### src/rtl/parking_manager_sched.sv
// Two-class parking occupancy manager with an hour-driven university capacity schedule.
// Grants or denies entries, tracks exits, and optionally spills university cars into general space.
module parking_manager_sched #(
    parameter int unsigned TOTAL_SPACES    = 700,
    parameter int unsigned UNI_CAP_MAX     = 500,
    parameter int unsigned UNI_CAP_MIN     = 200,
    parameter int unsigned UNI_STEP        = 50,
    parameter int unsigned START_HOUR      = 8,
    parameter int unsigned RAMP_START_HOUR = 13,
    parameter int unsigned TICKS_PER_HOUR  = 3600,
    parameter int unsigned UNI_SPILL       = 1,
    parameter int unsigned CNT_W           = 16
) (
    input  logic             clk,
    input  logic             reset,
    input  logic             start,
    input  logic             car_entered,
    input  logic             is_uni_car_entered,
    input  logic             car_exited,
    input  logic             is_uni_car_exited,
    output logic [CNT_W-1:0] uni_car_parked,
    output logic [CNT_W-1:0] parked_car,
    output logic [CNT_W-1:0] uni_spilled,
    output logic [CNT_W-1:0] uni_capacity,
    output logic [CNT_W-1:0] uni_vacated_space,
    output logic [CNT_W-1:0] vacated_space,
    output logic             uni_is_vacated_space,
    output logic             is_vacated_space,
    output logic [4:0]       hour,
    output logic             entry_granted,
    output logic             entry_denied,
    output logic             exit_error
);

    localparam int unsigned TICK_W = (TICKS_PER_HOUR > 1) ? $clog2(TICKS_PER_HOUR) : 1;
    localparam logic [TICK_W-1:0] TICK_LAST = TICK_W'(TICKS_PER_HOUR - 1);
    localparam logic [CNT_W-1:0]  TOTAL     = CNT_W'(TOTAL_SPACES);
    localparam logic [CNT_W-1:0]  ONE       = CNT_W'(1);

    logic [TICK_W-1:0] tick_q;
    logic [4:0]        hour_q;
    logic [CNT_W-1:0]  uni_q, uni_d;
    logic [CNT_W-1:0]  gen_q, gen_d;
    logic [CNT_W-1:0]  spill_q, spill_d;
    logic              granted_q, granted_d;
    logic              denied_q, denied_d;
    logic              err_q, err_d;

    logic [CNT_W-1:0]  sched_cap, cap, gen_cap;
    logic [CNT_W-1:0]  cap_x, gen_cap_x;

    function automatic logic [CNT_W-1:0] sched(input logic [4:0] h);
        int unsigned hh;
        int unsigned dec;
        hh = 32'(h);
        if (hh < RAMP_START_HOUR) return CNT_W'(UNI_CAP_MAX);
        dec = UNI_STEP * (hh - RAMP_START_HOUR + 1);
        if (dec + UNI_CAP_MIN >= UNI_CAP_MAX) return CNT_W'(UNI_CAP_MIN);
        return CNT_W'(UNI_CAP_MAX - dec);
    endfunction

    // Capacity never drops below the cars already parked, so a shrink never evicts.
    assign sched_cap = sched(hour_q);
    assign cap       = (uni_q > sched_cap) ? uni_q : sched_cap;
    assign gen_cap   = (cap >= TOTAL) ? '0 : TOTAL - cap;

    always_comb begin
        uni_d     = uni_q;
        gen_d     = gen_q;
        spill_d   = spill_q;
        granted_d = 1'b0;
        denied_d  = 1'b0;
        err_d     = 1'b0;
        cap_x     = cap;
        gen_cap_x = gen_cap;
        if (start) begin
            if (car_exited) begin
                if (is_uni_car_exited) begin
                    if (spill_q != '0) begin
                        spill_d = spill_q - ONE;
                        gen_d   = gen_q - ONE;
                    end else if (uni_q != '0) begin
                        uni_d = uni_q - ONE;
                    end else begin
                        err_d = 1'b1;
                    end
                end else if (gen_q != spill_q) begin
                    gen_d = gen_q - ONE;
                end else begin
                    err_d = 1'b1;
                end
            end
            // Entry sees capacity recomputed from post-exit counts.
            cap_x     = (uni_d > sched_cap) ? uni_d : sched_cap;
            gen_cap_x = (cap_x >= TOTAL) ? '0 : TOTAL - cap_x;
            if (car_entered) begin
                if (is_uni_car_entered && (uni_d < sched_cap)) begin
                    uni_d     = uni_d + ONE;
                    granted_d = 1'b1;
                end else if (is_uni_car_entered && (UNI_SPILL != 0) && (gen_d < gen_cap_x)) begin
                    gen_d     = gen_d + ONE;
                    spill_d   = spill_d + ONE;
                    granted_d = 1'b1;
                end else if (!is_uni_car_entered && (gen_d < gen_cap_x)) begin
                    gen_d     = gen_d + ONE;
                    granted_d = 1'b1;
                end else begin
                    denied_d = 1'b1;
                end
            end
        end
    end

    always_ff @(posedge clk) begin
        if (reset) begin
            tick_q    <= '0;
            hour_q    <= 5'(START_HOUR);
            uni_q     <= '0;
            gen_q     <= '0;
            spill_q   <= '0;
            granted_q <= 1'b0;
            denied_q  <= 1'b0;
            err_q     <= 1'b0;
        end else begin
            if (start) begin
                if (tick_q == TICK_LAST) begin
                    tick_q <= '0;
                    hour_q <= (hour_q == 5'd23) ? 5'd0 : hour_q + 5'd1;
                end else begin
                    tick_q <= tick_q + TICK_W'(1);
                end
            end
            uni_q     <= uni_d;
            gen_q     <= gen_d;
            spill_q   <= spill_d;
            granted_q <= granted_d;
            denied_q  <= denied_d;
            err_q     <= err_d;
        end
    end

    assign uni_car_parked       = uni_q;
    assign parked_car           = gen_q;
    assign uni_spilled          = spill_q;
    assign uni_capacity         = cap;
    assign uni_vacated_space    = cap - uni_q;
    assign vacated_space        = (gen_q >= gen_cap) ? '0 : gen_cap - gen_q;
    assign uni_is_vacated_space = (uni_vacated_space != '0);
    assign is_vacated_space     = (vacated_space != '0);
    assign hour                 = hour_q;
    assign entry_granted        = granted_q;
    assign entry_denied         = denied_q;
    assign exit_error           = err_q;

endmodule

### config.mk
export PLATFORM = sky130hd
export DESIGN_NAME = parking_manager_sched
export DESIGN_NICKNAME = d
export VERILOG_FILES = /design/src/rtl/parking_manager_sched.sv
export SDC_FILE = /design/constraint.sdc
export NUM_CORES = 1
export LEC_CHECK = 0
export BUFFER_PORTS_ARGS = -buffer_cell sky130_fd_sc_hd__buf_2
export CAP_MARGIN = 20
export CORE_MARGIN = 4
export CORE_UTILIZATION = 45
export CTS_CLUSTER_SIZE = 25
export DETAILED_ROUTE_END_ITERATION = 16
export PLACE_DENSITY = 0.73
export RECOVER_POWER = 25
export REMOVE_ABC_BUFFERS = 1
export SETUP_SLACK_MARGIN = 0.15
export SLEW_MARGIN = 20
export SYNTH_ARGS = -nofsm -noshare
export SYNTH_HDL_FRONTEND = slang
export SYNTH_SLANG_ARGS = --single-unit
### constraint.sdc
create_clock -name clk -period 47.6 [get_ports clk]
set_input_delay 7.14 -clock clk [delete_from_list [all_inputs] [get_ports clk]]
set_output_delay 7.14 -clock clk [all_outputs]
set_load 0.01 [all_outputs]
==> results of run 1 <==
through the flow:
step / utilization [%] / setup WS [ns]
finish: 50.38 / 25.76
global route: 50.38 / 24.39
CTS: 50.62 / 25.90
detailed placement: 49.25 / 26.34
global placement: 49.25 / 26.78
floorplan: - / 26.66
sequential cells by signal, summed over array words and instances (netlist names):
register / cells
parked_car: 16
uni_car_parked: 16
uni_spilled: 16
tick_q: 12
hour: 5
entry_denied: 1
entry_granted: 1
exit_error: 1
synth_stat cells (5+ instances only):
cell      instances
nand4_1          33
dfxtp_1          68
nor4_1           22
a21o_1           10
nand2_1         115
or4_1            13
a211oi_1         13
a31oi_1           6
mux2i_1          23
o21ai_0          76
o31a_1            5
a31o_2            6
or2_2            12
xnor2_1         141
and2_1           16
clkbuf_1         49
buf_1             6
or3_1            30
xor2_1           29
nor2b_1          14
o211ai_1         13
and3_1           14
nor3_1           58
fa_1              9
nand2b_1         21
o21a_1            5
nor2_1          153
nand3_1          49
ha_1            114
a21oi_1          69
inv_1           116
a21boi_0         10
mux2_2            6
nor4b_1           9
o21bai_1          5
final timing paths:
path	to	slack, ns	cells after the start
max	is_vacated_space	25.76	57
min	tick_q[11]	0.49	2
max reg2reg	parked_car[15]	32.34	67
min reg2reg	tick_q[11]	0.49	2
layout make-up:
class                           instances  share of cell area [%]
Clock buffer                            9                   1.968
Clock inverter                          7                  0.7437
Multi-Input combinational cell       1201                   73.32
Sequential cell                        68                   11.90
Timing Repair Buffer                  122                   5.085
Tap cell                              285                   3.117
Inverter                              118                   3.871
per-layer routing:
layer | track usage, % | wire length, um
met1 | 32.38 | 14260
met2 | 37.36 | 13830
met3 | 4.413 | 2492
met4 | 6.883 | 675
met5 | 0 | 0
kinds of logic after synthesis:
logic type / Yosys count / synth area share (%)
compound gates: 271 / 17.56
xor+xnor: 171 / 14.53
fa+ha+maj: 124 / 15.53
buf+inv: 180 / 6.718
flops: 68 / 13.08
mux: 30 / 3.076
other cells: 2 / 0.07213
simple gates: 593 / 29.44
power groups by stage:
stage	Clock, mW	Sequential, mW	Combinational (mW)
after floorplan	0	0.0916	0.435
after detailed placement	0	0.0952	0.606
after CTS	0.0737	0.0938	0.612
after global routing	0.0760	0.0968	0.683
final	0.0723	0.0949	0.617
after global placement	0	0.0951	0.599
worst max-delay path, delay by kind of cell (launching register included):
kind | cells | cell delay (ns)
compound gates | 29 | 5.75
simple gates | 13 | 3.93
fa+ha+maj | 8 | 2.88
buf+inv | 5 | 0.58
flops | 1 | 0.56
mux | 1 | 0.53
xor+xnor | 1 | 0.11
==> metrics, run 1 <==
YS warnings=0; DR DRC count=0; worst path required time=a little over 40 ns; sequential share of power=12.1%; Period Utilization, post-route=45.88%; clk_lat worst skew=roughly 0.36 ns; Setup CP Type=reg -> out; clock-pin slew on the worst setup and hold paths=0.07 ns; Fin Clk Skew=between 0.01 and 0.015 ns; power density cells=about 69 mW/mm2; Fill cells=roughly 2,200; placed insts=roughly 1,800; WL final=between 30 and 40 mm; Hold WS=a little under 0.5 ns; drt wl/cell=around 17 um; mapped cell area=about 0.010 mm2; slowest CP cell=dfxtp_1; Layout Nets=1,650; RSZ-0062 raised after global routing=false; Max-slew headroom=-2.724%; Achievable Freq=about 46 MHz; HPWL after DPL=24.86 mm; Total GRT Usage=between 20% and 30%; synthesized area per cell=7.235 um2; commonest non-fill, non-tap cell in the layout=nor2_1; crit-path most repeated cell=o21ai_0; NetSw=approximately 0.43 mW; H-tree levels=3; n_diodes=0; vias per std cell=slightly below 6; Primary FF master, synth=dfxtp_1; cts hold-fix bufs=0; Fin Setup TNS=0 ns; I/O Pins=~110; hold wc startpoint=tick_q[11]; CTS Buffer Depth=2; Max-Cap Viols=1; Final Hold Fails=0; final RePlAce weighted congestion=~1.0; die width=~160 um; layout cell share with drive strength beyond 1=under 10%; # resized after CTS=0; initial DRC count=941; Slew Limit Fails=28; root buffer cell=clkbuf_16; number of synthesized flops with an enable pin=0; failing checks=max-capacitance violations, max-slew violations; fin cells=~1,800; Crit path arrival time=14.70 ns; ranking of synthesized cells by area=ha_1 14%, dfxtp_1 13%, xnor2_1 12%; Power, Total=just under 0.8 mW; post-synthesis sequential area ratio=between 10% and 20%; multi-input logic area=between 0.008 and 0.009 mm2; placed inst area=between 0.01 and 0.015 mm2; clock share of power=a little under a tenth; DR vias=about 11,000; largest net degree at the start of global routing=44; peak supply drop=0.06963 mV; global-route wire length before repair=approximately 50 mm; most frequent cells in the layout=153 x nor2_1, 141 x xnor2_1, 116 x inv_1; Setup Viol. Count Final=0; FF+latch area=about 0.0014 mm2; area grow syn2layout=9.891%; Yosys top cell area share=13.70%; Die ar.=0.02563 mm2; ANT nets after route=0; Cell variety after synth=between 90 and 100; Initial DRT Pass Iterations=5; Logic pwr share=between 70 and 80%; Critical Path End Type=output pin; post-synth top area cell=ha_1; crit path launch=hour[0]; vias in the first global route=approximately 10,000; Core Area=approximately 0.023 mm2; leakage=4.662 nW; status=complete, but fails checks; Tightest Hold Check Type=reg -> reg; GR Overflow Total=0; Final Cell Area=between 0.01 and 0.015 mm2; die height=~160 um; actual slew at the worst max-slew pin=1.541 ns; # rows=55; Synth async-reset ratio=0%; Seq cells post-synth=between 60 and 70; Switching Fraction=between 50% and 60%; antenna violations before repair=0; cells after synthesis=approximately 1,400; Critical Path Fanout Max=12; fin crit period=between 20 and 25 ns; Max stage delay on crit path=~0.56 ns; Crit Reg-Reg Startpoint=hour[0]; Port Buffers=between 100 and 150; CTS tree=built; Sink Count=just under 70; initial core utilization=45.85%; Post-CTS Setup Bufs=0; type of origin of the critical path=flop; CTS Buf Count=9; internal power=0.3572 mW
No activity file was read; power rests on OpenSTA's default activity.
==> inputs of run 2 (changes only) <==
--- a/config.mk
+++ b/config.mk
@@ -5,13 +5,14 @@
 export SDC_FILE = /design/constraint.sdc
 export NUM_CORES = 1
 export LEC_CHECK = 0
+export ABC_AREA = 1
 export BUFFER_PORTS_ARGS = -buffer_cell sky130_fd_sc_hd__buf_2
 export CAP_MARGIN = 20
 export CORE_MARGIN = 4
 export CORE_UTILIZATION = 45
 export CTS_CLUSTER_SIZE = 25
 export DETAILED_ROUTE_END_ITERATION = 16
-export PLACE_DENSITY = 0.73
+export PLACE_DENSITY = 0.75
 export RECOVER_POWER = 25
 export REMOVE_ABC_BUFFERS = 1
 export SETUP_SLACK_MARGIN = 0.15
==> constraint.sdc (replaced) <==
create_clock -name clk -period 19.75 [get_ports clk]
set_input_delay 2.9625 -clock clk [delete_from_list [all_inputs] [get_ports clk]]
set_output_delay 2.9625 -clock clk [all_outputs]
set_load 0.01 [all_outputs]
==> run 2 against run 1 <==
The run still ends with max-capacitance violations, max-slew violations left. Clock skew down 0.0038 ns. Sequential power up 70%. Cell count up 23%. Core utilization up 0.30 points. Combinational power down 35%. Routed wire length up 0.82%. Non-clock buffer count down 9. Global-route usage down 0.18 points. Design area up 3.7%. Largest cell class unchanged. Largest power group unchanged.
==> metrics, run 2 <==
status=complete, but fails checks (unchanged); failing checks=max-capacitance violations, max-slew violations (unchanged); Max-slew headroom=-43.16% (was -2.724%); commonest non-fill, non-tap cell in the layout=nand2_1 (was nor2_1); fin cells=2,226 (was 1,810); Port Buffers=112 (unchanged); Worst path depth=80 (was 57); layout cell share with drive strength beyond 1=8.915% (was 9.508%); drt wl/cell=14.16 um (was 17.27 um); synth cell count leaders=334 x nand2_1, 327 x inv_1, 228 x nor2_1 (was 153 x nor2_1, 141 x xnor2_1, 116 x inv_1); mapped cell area=0.01069 mm2 (was 0.01041 mm2); Seq cells post-synth=68 (unchanged); area grow syn2layout=10.96% (was 9.891%); RSZ-0062 raised after global routing=false (unchanged); power density cells=64.37 mW/mm2 (was 68.57 mW/mm2); H-tree levels=3 (unchanged); Total GRT Usage=23.29% (was 23.47%); Max stage delay on crit path=0.56 ns (about the same); sequential share of power=21.1% (was 12.1%); worst setup path end=is_vacated_space (unchanged); pre-CTS WS=3.706 ns (was 26.34 ns); Period Utilization, post-route=between 80% and 90%; HPWL after DPL=25.48 mm (was 24.86 mm); internal power=0.4218 mW (was 0.3572 mW); Critical Path End Type=output pin (unchanged); synthesized area per cell=5.952 um2 (was 7.235 um2); Slew Limit Fails=51 (was 28); WL final=31.52 mm (was 31.26 mm); Layout Nets=2,033 (was 1,650); placed inst area=0.01155 mm2 (was 0.01118 mm2); root buffer cell=clkbuf_16 (unchanged); vias per std cell=5.322 (was 5.931); antenna violations before repair=1 (was 0); I/O Pins=113 (unchanged); Achievable Freq=60.19 MHz; Crit Reg-Reg Startpoint=hour[0] (unchanged); Final Cell Area=0.01186 mm2 (was 0.01144 mm2); crit-path most repeated cell=nor2_1 (was o21ai_0); # resized after CTS=0 (unchanged); DR vias=11,846 (was 10,736); FF-to-FF setup slack=6.96 ns (was 32.34 ns); Max-Cap Viols=1 (unchanged); GR Overflow Total=0 (unchanged); # rows=56 (was 55); die height=162.1 um (was 160.1 um); Critical Path Fanout Max=20 (was 12); cells after synthesis=1,796 (was 1,439); fin crit period=approximately 17 ns; type of origin of the critical path=flop (unchanged); crit path launch=hour[0] (unchanged); Initial DRT Pass Iterations=5 (unchanged); n_diodes=0 (unchanged); clk_lat worst skew=0.35 ns (was 0.36 ns); ANT nets after route=0 (unchanged); global-route wire length before repair=51.65 mm (was 50.70 mm); Power, Total=0.7635 mW (was 0.7846 mW); DR DRC count=0 (unchanged); Post-CTS Setup Bufs=0 (unchanged); CP top delay family=simple AND/OR/NAND/NOR gates (was compound AO/OA/AOI/OAI gates); Core Area=0.02340 mm2 (was 0.02271 mm2); post-synth top area cell=ha_1 (unchanged); largest net degree at the start of global routing=51 (was 44); FF-to-FF End=uni_spilled[6] (was parked_car[15]); clock-pin slew on the worst setup and hold paths=0.05 ns (was 0.07 ns); PnR worst setup slack=3.135 ns (was 25.76 ns); ranking of synthesized cells by area=ha_1 13%, dfxtp_1 13%, nand2_1 12% (was ha_1 14%, dfxtp_1 13%, xnor2_1 12%); R2R depth=61 (was 67); Final Hold Fails=0 (unchanged); initial DRC count=1,039 (was 941); Setup Viol. Count Final=0 (unchanged); Switching Fraction=44.76% (was 54.47%); Cell variety after synth=58 (was 93); Logic pwr share=52.1% (was 78.7%); placed insts=2,211 (was 1,794); post-synthesis sequential area ratio=12.74% (was 13.08%); Fin Setup TNS=0 ns (unchanged); vias in the first global route=10,828 (was 10,002); number of synthesized flops with an enable pin=0 (unchanged); most frequent cells in the layout=334 x nand2_1, 327 x inv_1, 228 x nor2_1 (was 153 x nor2_1, 141 x xnor2_1, 116 x inv_1); YS warnings=0 (unchanged); worst path required time=16.79 ns (was 40.46 ns); cts hold-fix bufs=0 (unchanged); slowest CP cell=dfxtp_1 (unchanged); top-count cell post-synth=nand2_1 (was nor2_1); final RePlAce weighted congestion=0.9525 (was 0.9982); Sink Count=68 (unchanged); Tightest Hold Check Type=reg -> reg (unchanged); leakage=6.329 nW (was 4.662 nW); Primary FF master, synth=dfxtp_1 (unchanged); Crit path arrival time=13.65 ns (was 14.70 ns); CTS Buf Count=9 (unchanged); Buf/Inv on CP=13 (was 5); initial core utilization=45.67% (was 45.85%); peak supply drop=0.03441 mV (was 0.06963 mV); clock share of power=26.7% (was 9.2%); die width=162.1 um (was 160.1 um); Yosys top cell area share=13.34% (was 13.70%); Synth async-reset ratio=0% (unchanged); Die ar.=0.02628 mm2 (was 0.02563 mm2); actual slew at the worst max-slew pin=2.147 ns (was 1.541 ns); Fin Clk Skew=0.008481 ns (was 0.01226 ns); Setup CP Type=reg -> out (unchanged); CTS tree=built (unchanged); CTS Buffer Depth=2 (unchanged); NetSw=0.3417 mW (was 0.4273 mW)
[run 2: logic make-up after synthesis]
| group | count (synthesis) | share of synthesized area (%) |
|---|---|---|
| compound gates | 256 | 13.20 |
| fa+ha+maj | 123 | 15.03 |
| buf+inv | 373 | 13.47 |
| simple gates | 877 | 37.47 |
| other cells | 2 | 0.07026 |
| xor+xnor | 97 | 8.018 |
| flops | 68 | 12.74 |
[run 2: cell type report]
cell class                      instances  area (um2)
Timing Repair Buffer                  113       514.2
Tap cell                              319       399.1
Clock buffer                            9       225.2
Clock inverter                          6       136.4
Multi-Input combinational cell       1365        7925
Fill cell                            2454       11540
Inverter                              346        1299
Sequential cell                        68        1361
[run 2: power groups by stage]
stage | logic (mW) | registers (mW) | clock network [mW]
3_3_place_gp | 0.388 | 0.163 | 0
5_1_grt | 0.450 | 0.163 | 0.211
4_1_cts | 0.397 | 0.160 | 0.206
2_1_floorplan | 0.277 | 0.163 | 0
3_5_place_dp | 0.394 | 0.163 | 0
6_report | 0.398 | 0.161 | 0.204
[run 2: worst register-to-register path, delay by kind of cell, from the launching register on]
kind,cells,cell delay (ns)
simple gates,31,5.46
fa+ha+maj,9,2.76
compound gates,9,2.69
buf+inv,11,0.97
flops,1,0.56
xor+xnor,1,0.25
[run 2: routing by layer]
metal  up-vias  track usage (%)  wire (um)
met5         -                0         13
met4         2            6.305        569
met3        49            3.400       2191
met2       390            39.02      14280
met1      5422            31.41      14470
li1       5983                -          -
[run 2: how the worst min path moves through the flow]
stage,cells past startpoint,from,slack [ns],end
2_1_floorplan,2,tick_q[9],0.45,tick_q[9]
3_3_place_gp,2,tick_q[9],0.47,tick_q[9]
3_5_place_dp,2,tick_q[9],0.47,tick_q[9]
4_1_cts,2,tick_q[9],0.48,tick_q[9]
5_1_grt,2,tick_q[9],0.51,tick_q[9]
6_report,2,tick_q[9],0.47,tick_q[9]
[run 2: per-stage QoR]
step	hold WS, ns	util (%)
after floorplan	0.4516	-
after global placement	0.4668	49.36
after detailed placement	0.4714	49.36
after CTS	0.4808	50.91
after global routing	0.5120	50.68
final	0.4738	50.68
